**src/rtl/dcache_wb_buffer.sv**
```systemverilog
// Write-back buffer: a small FIFO of evicted dirty lines that drains to memory over req/ack.
// Lookups on a dcache miss return pending line data so stale memory is never read.
module dcache_wb_buffer #(
  parameter int DEPTH       = 4,
  parameter int LINE_WIDTH  = 128,
  parameter int ADDR_WIDTH  = 32,
  parameter int OFFSET_BITS = 4
) (
  input  logic                  clk,
  input  logic                  rst,
  input  logic                  wb_req_i,
  input  logic [ADDR_WIDTH-1:0] wb_addr_i,
  input  logic [LINE_WIDTH-1:0] wb_data_i,
  output logic                  wb_ack_o,
  output logic                  full_o,
  output logic                  empty_o,
  input  logic [ADDR_WIDTH-1:0] lkup_addr_i,
  output logic                  lkup_hit_o,
  output logic [LINE_WIDTH-1:0] lkup_data_o,
  output logic                  mem_req_o,
  output logic [ADDR_WIDTH-1:0] mem_addr_o,
  output logic [LINE_WIDTH-1:0] mem_data_o,
  input  logic                  mem_ack_i
);

  localparam int PW = $clog2(DEPTH);
  localparam int CW = PW + 1;
  localparam int TW = ADDR_WIDTH - OFFSET_BITS;

  typedef enum logic {IDLE, REQ} state_t;

  // Handshakes: wb side is held by the dcache until wb_ack_o; a line moves to memory
  // on the cycle mem_req_o and mem_ack_i are both high, and mem_req_o/addr/data stay
  // stable until then.
  state_t                state;
  logic [DEPTH-1:0]      valid;
  logic [TW-1:0]         tag  [DEPTH];
  logic [LINE_WIDTH-1:0] data [DEPTH];
  logic [PW-1:0]         wr_ptr;
  logic [PW-1:0]         rd_ptr;
  logic [CW-1:0]         count;

  logic [TW-1:0] wb_tag;
  logic [TW-1:0] lk_tag;
  logic          head_locked;
  logic          merge_hit;
  logic [PW-1:0] merge_idx;
  logic          merge;
  logic          push;
  logic          pop;
  logic          head_match;
  logic          tail_hit;
  logic [LINE_WIDTH-1:0] tail_data;
  logic          unused_offset;

  assign wb_tag = wb_addr_i[ADDR_WIDTH-1:OFFSET_BITS];
  assign lk_tag = lkup_addr_i[ADDR_WIDTH-1:OFFSET_BITS];
  assign unused_offset = ^{wb_addr_i[OFFSET_BITS-1:0], lkup_addr_i[OFFSET_BITS-1:0]};

  // Whenever the buffer is non-empty the head is either in flight or being captured
  // into the memory registers this cycle, so it must never be merged into.
  assign head_locked = (count != '0);

  always_comb begin
    merge_hit = 1'b0;
    merge_idx = '0;
    for (int i = 0; i < DEPTH; i++) begin
      if (valid[i] && (tag[i] == wb_tag) && !(head_locked && (PW'(i) == rd_ptr))) begin
        merge_hit = 1'b1;
        merge_idx = PW'(i);
      end
    end
  end

  assign full_o   = (count == CW'(DEPTH));
  assign empty_o  = (count == '0) && (state == IDLE);
  assign merge    = wb_req_i & merge_hit;
  assign push     = wb_req_i & ~merge_hit & ~full_o;
  assign wb_ack_o = merge | push;
  assign pop      = (state == REQ) & mem_ack_i;

  // Duplicates exist only between the head and one younger entry; the younger one is newer.
  always_comb begin
    head_match = valid[rd_ptr] && (tag[rd_ptr] == lk_tag);
    tail_hit   = 1'b0;
    tail_data  = '0;
    for (int i = 0; i < DEPTH; i++) begin
      if (valid[i] && (tag[i] == lk_tag) && (PW'(i) != rd_ptr)) begin
        tail_hit  = 1'b1;
        tail_data = data[i];
      end
    end
    lkup_hit_o  = tail_hit | head_match;
    lkup_data_o = tail_hit ? tail_data : (head_match ? data[rd_ptr] : '0);
  end

  always_ff @(posedge clk) begin
    if (push) begin
      tag[wr_ptr]  <= wb_tag;
      data[wr_ptr] <= wb_data_i;
    end else if (merge) begin
      data[merge_idx] <= wb_data_i;
    end
  end

  always_ff @(posedge clk) begin
    if (rst) begin
      valid      <= '0;
      wr_ptr     <= '0;
      rd_ptr     <= '0;
      count      <= '0;
      state      <= IDLE;
      mem_req_o  <= 1'b0;
      mem_addr_o <= '0;
      mem_data_o <= '0;
    end else begin
      if (push) begin
        valid[wr_ptr] <= 1'b1;
        wr_ptr        <= wr_ptr + PW'(1);
      end
      if (pop) begin
        valid[rd_ptr] <= 1'b0;
        rd_ptr        <= rd_ptr + PW'(1);
      end
      count <= count + CW'(push) - CW'(pop);

      case (state)
        IDLE: begin
          if (count != '0) begin
            mem_addr_o <= {tag[rd_ptr], {OFFSET_BITS{1'b0}}};
            mem_data_o <= data[rd_ptr];
            mem_req_o  <= 1'b1;
            state      <= REQ;
          end
        end
        REQ: begin
          if (mem_ack_i) begin
            mem_req_o <= 1'b0;
            state     <= IDLE;
          end
        end
        default: begin
          mem_req_o <= 1'b0;
          state     <= IDLE;
        end
      endcase
    end
  end

endmodule

```
**config.mk**
```make
export PLATFORM = sky130hd
export DESIGN_NAME = dcache_wb_buffer
export DESIGN_NICKNAME = d
export VERILOG_FILES = /design/src/rtl/dcache_wb_buffer.sv
export SDC_FILE = /design/constraint.sdc
export NUM_CORES = 1
export LEC_CHECK = 0
export CAP_MARGIN = 15
export CORE_MARGIN = 10
export CORE_UTILIZATION = 35
export CTS_CLUSTER_SIZE = 8
export DETAILED_ROUTE_END_ITERATION = 6
export PLACE_DENSITY_LB_ADDON = 0.12
export SLEW_MARGIN = 0
export SYNTH_ARGS = -nofsm -noshare
export SYNTH_HDL_FRONTEND = slang
export SYNTH_SLANG_ARGS = --single-unit
export TNS_END_PERCENT = 30
```
**constraint.sdc**
```tcl
create_clock -name clk -period 16.9 [get_ports clk]
set_clock_uncertainty 0.2 [all_clocks]
set_input_delay 3.38 -clock clk [delete_from_list [all_inputs] [get_ports clk]]
set_output_delay 3.38 -clock clk [all_outputs]
set_load 0.005 [all_outputs]
```
==> metrics.csv, run 1 <==
stage,metric,value,unit
sta,Slew HR,0.0838,
finish,Final Core Density,0.438,
power_and_ir_drop,pwr dens,140,nW/um^2
flow_run,Max-Cap Viols,0,
clock_network,post-cts sizing count,0,
yosys,post-synth top area cell,edfxtp_1,
clock_network,clock slew at reported path FFs,0.05,ns
global_routing,vias in the first global route,28000,
sta,setup repair after global routing missed its margin,no,
finish,layout cells sized above 1,0.126,
floorplanning,Ports,489,
global_routing,gr usage total,0.230,
detailed_routing,WL met3,11000,um
detailed_routing,routed via count,27200,
setup_path,WP data required,13.32,ns
yosys,synthesized area,38000,um^2
sta,min cycle time layout,12.38,ns
sta,fin crit share,0.733,
power_and_ir_drop,switching fraction of total power,0.322,
yosys,fraction of registers with async set/reset,0,
place,Post-DP Area,43700,um^2
floorplanning,Rows,120,
power_and_ir_drop,Psw,2.12,mW
setup_path,crit-path max FO,119,
power_and_ir_drop,Leakage,16.5,nW
setup_path,Worst setup EP type,primary output,
detailed_routing,DRT Wirelength,145000,um
setup_path,Crit path arrival time,8.80,ns
finish,Multi-input gate area,14600,um^2
floorplanning,Die X,349,um
power_and_ir_drop,sequential power share,0.409,
sta,fmax,80.7,MHz
detailed_routing,initial DRC count,2186,
global_routing,"Remaining Overflow, GRT",0,
hold_path,min-delay worst type,reg -> reg,
sta,Slew @ Worst Pin,1.37,ns
finish,Fill cells,9853,
power_and_ir_drop,Int Power,4.45,mW
floorplanning,die footprint,122000,um^2
setup_path,crit path kind,in -> out,
setup_path,critical path launch point type,primary input,
sta,Fin. Hold Viols,0,
yosys,sequential area share after synthesis,0.584,
global_routing,initial antenna violation count,32,
floorplanning,CORE AREA,107000,um^2
detailed_routing,Detail Route Antenna Nets,0,
detailed_routing,Met1 Wirelength,58700,um
detailed_routing,highest metal used,met5,
sta,setup violators final,0,
yosys,Yosys reg bits,795,
floorplanning,Die Y,349,um
finish,fin area,47000,um^2
power_and_ir_drop,maximum VDD drop,0.000130,V
sta,Slew Limit Fails,0,
place,Cells after DPL,4610,
detailed_routing,routed wl met2,70700,um
yosys,yosys warns,0,
power_and_ir_drop,combinational share of power,0.269,
finish,fin cells,4832,
clock_network,H-tree lvl count,3,
clock_network,clk root buf,clkbuf_16,
place,hpwl dp,86500,um
power_and_ir_drop,total power,6.57,mW
detailed_routing,Vias per Instance,5.62,
clock_network,post-CTS setup buffers,0,
clock_network,CTS tree,yes,
sta,Fin Setup TNS,0,ns
yosys,Area contributors post-synth,"edfxtp_1 (49%), dfxtp_1 (9.0%), mux4_2 (8.5%)",
detailed_routing,drt pass-1 iters,5,
clock_network,clk buf depth,3,
finish,Register Area,22200,um^2
power_and_ir_drop,clock network power share,0.322,
place,GP Congestion,0.900,
global_routing,largest net degree at the start of global routing,130,
detailed_routing,wire per inst,30.1,um
global_routing,first-pass GRT wire length,207000,um
sta,final worst slack,4.52,ns
status,outcome,"finished, final reports clean",
sta,Hold Slack,0.250,ns
yosys,Synth Instances,2942,
place,Post-Place Worst Slack,4.61,ns
yosys,Syn Area/Cell,12.9,um^2
clock_network,Sink Count,795,
setup_path,R2R Setup Slk,11.73,ns
finish,P&R area growth vs syn,23.7,%
yosys,"Primary FF master, synth",edfxtp_1,
yosys,Post-synth EDFFs,624,
place,# port buffers,476,
clock_network,CTS Buf Count,111,
yosys,area share of the largest cell type after synthesis,0.494,
clock_network,CTS Hold Bufs,0,
yosys,Yosys cell types,62,
clock_network,clk_lat worst skew,0.69,ns
detailed_routing,DR DRC count,0,
finish,fin nets,3527,
floorplanning,Starting Density,0.354,
## final timing paths
kind	from	end	depth (start not counted)
max	lkup_addr_i[18]	lkup_data_o[123]	9
min	mem_addr_o[9]$_SDFFE_PP0P_	mem_addr_o[9]$_SDFFE_PP0P_	2
max reg2reg	tag[2][25]$_DFFE_PP_	data[2][104]$_DFFE_PP_	8
min reg2reg	mem_addr_o[9]$_SDFFE_PP0P_	mem_addr_o[9]$_SDFFE_PP0P_	2
## critical path, cell delays in order
cell,delay (ns)
clkdlybuf4s50_1,0.79
nor2_1,0.16
o21ai_0,0.40
nand4_1,0.14
nor3_1,0.65
nand4_1,1.00
buf_12,0.60
o221ai_1,0.66
clkdlybuf4s50_1,0.61
## layout make-up
type	instances	share of cell area
clock inverters	9	0.00301
flip-flops and latches	795	0.472
clock buffers	201	0.0668
repair buffers	514	0.109
multi-input cells	1884	0.310
inverters	14	0.00112
diodes	12	0.000639
well taps	1403	0.0374
## layer usage
layer  vias to the layer above  track usage
li1                      11900            -
met1                     13900        0.289
met2                      1040        0.380
met3                       226       0.0588
met4                        32       0.0824
met5                         -            0
## cells in the mapped netlist, types with 7 or more instances
cell / n
o21ai_0: 13
ha_1: 10
o221ai_2: 102
a21oi_1: 292
buf_2: 90
a211oi_1: 7
nand3_1: 7
edfxtp_1: 624
clkbuf_1: 97
buf_6: 15
xnor2_1: 132
nor2_1: 27
nor3_1: 13
nor4_1: 29
xor2_1: 112
dfxtp_1: 171
and3_1: 129
o21ai_1: 120
mux2i_1: 38
mux4_2: 143
a21o_1: 128
nand4_1: 37
o221ai_1: 28
inv_1: 14
nand2_1: 447
buf_1: 17
buf_4: 31
## registers in the layout, summed over array words and instances, names as in the netlist, named ones only
signal and count:
count 3, data 512, mem_addr_o 28, mem_data_o 128
mem_req_o 1, rd_ptr 2, state 1, tag 112
valid 4, wr_ptr 2
## layout by cell type, fill, tap and decap left out, drive strengths merged, types with 3 or more instances in the layout
cell / count
and3: 129
o22ai: 3
clkbuf: 201
and4: 3
inv: 17
nand2: 447
nor2: 27
nand3: 7
edfxtp: 624
mux2i: 38
nor2b: 4
clkdlybuf4s50: 475
xnor2: 132
mux4: 143
mux2: 3
a2111oi: 3
dfxtp: 171
conb: 4
nor4: 31
nor3: 13
a22oi: 3
xor2: 112
a21oi: 292
clkinv: 5
a31oi: 3
and2: 6
diode: 12
nand4: 37
ha: 10
o221ai: 130
o21a: 6
a21o: 128
a211oi: 7
buf: 39
nand2b: 3
o21ai: 134
nor3b: 3
o2bb2ai: 3
## cells by family after synthesis
group,Yosys count,share of synthesized area
DFF,795,0.584
AOI/OAI and AO/OA,725,0.138
and+or+nand+nor,716,0.0874
buffers and inverters,266,0.0354
xor gates and xnor gates,244,0.0563
muxes,184,0.0957
adders and majority gates,11,0.00382
other,1,0.0000988
## power groups by stage
stage               clock (mW)  combinational, mW  sequential (mW)
global placement             0               1.79             2.70
floorplan                    0              0.931             2.70
global route              2.25               1.91             2.72
detailed placement           0               1.80             2.72
finish                    2.12               1.76             2.69
CTS                       2.17               1.80             2.69
Power figures use the tool's default switching activity.
==> inputs of run 2 (changes only) <==
clock period = 11.45 ns   (was 16.9 ns; I/O delays follow)
==> metrics.csv, run 2 (synthesized netlist as in run 1, its figures left out) <==
stage,metric,value,unit,change
status,outcome,"finished, final reports clean",,
global_routing,gr usage total,0.233,,+0.00311
clock_network,CTS tree,yes,,
global_routing,vias in the first global route,28100,,+0.38%
setup_path,"critical path, cell by cell",clkdlybuf4s50_1 -> xor2_1 -> nor4_1 -> nand4_1 -> nor4_4 -> buf_4 -> nor2_1 -> o21ai_4 -> buf_12 -> o221ai_1 -> clkdlybuf4s50_1,,
power_and_ir_drop,total power,9.69,mW,+48%
sta,fmax,101,MHz,
floorplanning,die footprint,122000,um^2,unchanged
sta,Slew @ Worst Pin,1.18,ns,-0.193 ns
setup_path,critical path launch point type,primary input,,
floorplanning,Die Y,349,um,unchanged
setup_path,crit path kind,in -> out,,
clock_network,clk_lat worst skew,0.71,ns,+0.02 ns
clock_network,clk buf depth,3,,unchanged
finish,max reg flops,512,,unchanged
finish,fin nets,3529,,+0.057%
setup_path,crit-path most repeated cell,clkdlybuf4s50_1,,
detailed_routing,Vias per Instance,5.64,,+0.32%
setup_path,Buf/Inv on CP,4,,+1
flow_run,Max-Cap Viols,0,,unchanged
place,GP Congestion,0.875,,-2.8%
setup_path,"Slowest-stage cell, CP",clkdlybuf4s50_1,,
finish,most frequent cells in the layout,"edfxtp_1 (624), clkdlybuf4s50_1 (475), nand2_1 (447)",,
clock_network,CTS Hold Bufs,0,,unchanged
setup_path,Worst setup EP type,primary output,,
clock_network,Sink Count,795,,unchanged
sta,Fin. Hold Viols,0,,unchanged
finish,Final Core Density,0.438,,about the same
detailed_routing,initial DRC count,2255,,+3.2%
setup_path,cell family with most CP delay,buffers and inverters,,
finish,P&R area growth vs syn,23.8,%,about the same
clock_network,CTS Buf Count,110,,-0.90%
power_and_ir_drop,pwr dens,206,nW/um^2,+48%
floorplanning,Starting Density,0.354,,unchanged
clock_network,clock slew at reported path FFs,0.05,ns,about the same
detailed_routing,DRT Wirelength,147000,um,+0.95%
finish,fin area,47000,um^2,about the same
sta,fin crit share,0.864,,
detailed_routing,wire per inst,30.4,um,+1.1%
global_routing,largest net degree at the start of global routing,129,,-0.77%
sta,Slew Limit Fails,0,,unchanged
detailed_routing,DR DRC count,0,,unchanged
finish,biggest regs,"data (512), mem_data_o (128), tag (112)",,
clock_network,post-CTS setup buffers,0,,unchanged
place,# port buffers,476,,unchanged
setup_path,WP data required,8.96,ns,-4.36 ns
finish,layout cells sized above 1,0.127,,+0.000367
sta,Fin Setup TNS,0,ns,unchanged
power_and_ir_drop,maximum VDD drop,0.000130,V,-0.18%
clock_network,clk root buf,clkbuf_16,,
detailed_routing,drt pass-1 iters,5,,unchanged
clock_network,post-cts sizing count,0,,unchanged
detailed_routing,Detail Route Antenna Nets,0,,unchanged
clock_network,H-tree lvl count,3,,unchanged
sta,Slew HR,0.212,,+0.129
finish,"most common cell after layout, fill and taps aside",edfxtp_1,,
sta,min cycle time layout,9.89,ns,
setup_path,max incr delay on CP,0.80,ns,-0.20 ns
sta,setup violators final,0,,unchanged
global_routing,first-pass GRT wire length,209000,um,+1.3%
floorplanning,CORE AREA,107000,um^2,unchanged
detailed_routing,routed via count,27200,,+0.18%
floorplanning,Ports,489,,unchanged
hold_path,min-delay worst type,reg -> reg,,
setup_path,crit-path max FO,72,,-39%
finish,Top reg by flops,data,,
place,Post-DP Area,43700,um^2,+0.15%
setup_path,Crit path arrival time,7.40,ns,-1.40 ns
global_routing,initial antenna violation count,28,,-13%
place,hpwl dp,89500,um,+3.6%
sta,Hold Slack,0.250,ns,-0.0000560 ns
global_routing,"Remaining Overflow, GRT",0,,unchanged
floorplanning,Die X,349,um,unchanged
floorplanning,Rows,120,,unchanged
power_and_ir_drop,Leakage,16.5,nW,+0.14%
sta,setup repair after global routing missed its margin,no,,
setup_path,R2R Setup Slk,6.58,ns,-5.15 ns
run 2: routing by layer:
metal  vias to the layer above  global-route usage  share of wire
met3                       227              0.0549          0.067
met4                        32              0.0612          0.026
li1                      11900                   -              -
met1                     14100               0.294           0.41
met5                         -                   0         0.0015
met2                       940               0.398           0.50
run 2: worst min-delay path, cell delays in order, from the launching register on:
cell and delay, ns:
dfxtp_1 0.30, nand2_1 0.05, a21oi_1 0.05
run 2: worst paths after layout:
check,from,endpoint,cells after the start
setup / recovery,lkup_addr_i[9],lkup_data_o[115],11
hold / removal,mem_addr_o[20]$_SDFFE_PP0P_,mem_addr_o[20]$_SDFFE_PP0P_,2
setup reg to reg,tag[2][11]$_DFFE_PP_,data[2][9]$_DFFE_PP_,8
hold reg to reg,mem_addr_o[20]$_SDFFE_PP0P_,mem_addr_o[20]$_SDFFE_PP0P_,2
run 2: area by class of cell:
cell class                 count  area (um^2)
sequential                   795        22200
multi-input combinational   1884        14600
timing repair buffer         517         5190
tap                         1403         1760
fill                        9845        60400
inverter                      14         52.6
antenna                        7         17.5
clock buffer                 197         3100
clock inverter                 8          148
run 2: per-stage QoR:
step,instances,setup WS (ns)
floorplan,2945,-1.64
global route,4823,1.57
global placement,4612,1.69
finish,4825,1.56
CTS,4818,1.78
detailed placement,4613,1.79
run 2: where the power goes:
| part | switching (mW) | total (mW) | internal [mW] |
|---|---|---|---|
| Sequential | 0.325 | 3.98 | 3.66 |
| Clock | 1.29 | 3.11 | 1.82 |
| Combinational | 1.53 | 2.60 | 1.08 |
| Total | 3.14 | 9.69 | 6.55 |
==> edit (config.mk and constraints of run 2) <==
The parameter `LINE_WIDTH` goes from 128 to 136.
--- a/src/rtl/dcache_wb_buffer.sv
+++ b/src/rtl/dcache_wb_buffer.sv
@@ -4,3 +4,3 @@
   parameter int DEPTH       = 4,
-  parameter int LINE_WIDTH  = 128,
+  parameter int LINE_WIDTH  = 136,
   parameter int ADDR_WIDTH  = 32,
Ports: changed (resized lkup_data_o, mem_data_o and wb_data_i); port bits go from 489 to 513. The function was not compared with the original's and may differ.
==> edit against run 2 <==
Sequential share of layout area rose by 0.49 points; setup slack better by 450 ps; count of clock-buffer cells in the layout grew 17; design area grew 4.0%; area after synthesis grew 3.5%; sequential power rose by 4%; total power rose by 3.9%; non-clock buffer count grew 30; via count is 2.9% higher; sequential cell count is 40 higher; routed wire length down 2.1%; die area up 3.3%; critical endpoint is now lkup_data_o[25]; clock power grew 4%; critical path depth shrank 2.
==> edit: results (changes against run 2) <==
status: finished clean
half-perimeter wire length of the detailed placement result: 87700 um (-2.0%)
startpoint of the lowest-slack hold path: mem_data_o[57]
number of antenna violations at the first check in global routing: 22 (-21%)
Worst Path Max Fanout: 58 (-19%)
wire length of the first global-routing pass: 206000 um (-1.8%)
share of the yosys chip area belonging to registers: 0.592 (+0.00870)
launch point of the worst reg-to-reg path: tag[0][14]
Setup crit start: lkup_addr_i[7]
count of buffers from port buffering: 500 (+5.0%)
# fillers: 10400 (+5.4%)
share of synthesized area spent on multiplexers: 0.0956 (-0.000100)
Iteration-0 DRC Markers: 2179 (-3.4%)
end of the critical path: lkup_data_o[25]
post-synthesis compound-gate area fraction: 0.113 (-0.0244)
ranking of synthesized cells by area: sky130_fd_sc_hd__edfxtp_1 50%, sky130_fd_sc_hd__mux4_2 9.3%, sky130_fd_sc_hd__dfxtp_1 9.1%
share of cells above drive strength 1: 0.116 (-0.0105)
global router's overall resource usage: 0.220 (-0.0131)
number of distinct library cells after synthesis: 48 (-23%)
Skew-Pair Late Insertion Delay: 690 ps (-20 ps)
commonest cells in the netlist: 656 x sky130_fd_sc_hd__edfxtp_1, 609 x sky130_fd_sc_hd__nand2_1, 244 x sky130_fd_sc_hd__a21oi_1
adder-cell share of the synthesized area: 0.00369 (-0.000130)
largest net degree at the start of global routing: 137 (+6.2%)
final estimated routing congestion in global placement: 0.891 (+1.8%)
number of global-route vias before repair: 28000 (-0.20%)
Combinational Power: 2700 uW (+4%)
highest cell delay on the worst timing path: 700 ps (-100 ps)
CTS buffer count: 115 (+4.5%)
==> edit: layout make-up <==
cell class	instances	area share
multi-input cells	2061	0.304
well taps	1488	0.0381
flip-flops and latches	835	0.477
clock inverters	4	0.00118
repair buffers	547	0.111
inverters	12	0.000922
diodes	4	0.000205
clock buffers	214	0.0680
==> edit: how the worst min path moves through the flow <==
stage / endpoint / cells past startpoint / slack [ps]
after floorplan: mem_addr_o[13] / 2 / 250
after global placement: mem_addr_o[13] / 2 / 240
after detailed placement: mem_data_o[57] / 2 / 250
after CTS: mem_data_o[57] / 2 / 250
after global routing: mem_data_o[52] / 2 / 270
final: mem_data_o[57] / 2 / 250
==> edit: per-layer routing <==
layer / vias to the layer above / share of wire / track usage
met2: 1082 / 0.47 / 0.352
li1: 12600 / - / -
met1: 14100 / 0.42 / 0.289
met4: 36 / 0.022 / 0.0561
met3: 190 / 0.088 / 0.0647
met5: - / 0.0016 / 0
==> edit: cells by family (layout without fill, tap and decap cells) <==
| kind of cell | count (synthesis) | in the layout |
|---|---|---|
| other | 1 | 8 |
| multiplexers | 173 | 173 |
| adder cells (fa/ha/maj) | 11 | 11 |
| XOR/XNOR | 251 | 251 |
| AND/OR/NAND/NOR | 952 | 952 |
| flip-flops | 835 | 835 |
| AO/OA/AOI/OAI | 670 | 670 |
| buffers and inverters | 285 | 777 |
==> edit: through the flow <==
step | power (uW) | setup TNS (ps) | std cells | setup slack [ps] | cell area (um2)
after floorplan | 5600 | -306090 | 3181 | -2250 | 39300
after global placement | 6940 | 0 | 4943 | 2230 | 45500
after detailed placement | 6950 | 0 | 4943 | 2220 | 45500
after CTS | 10200 | 0 | 5161 | 2230 | 48900
after global routing | 10600 | 0 | 5165 | 1990 | 48900
final | 10100 | 0 | 5165 | 2010 | 48900
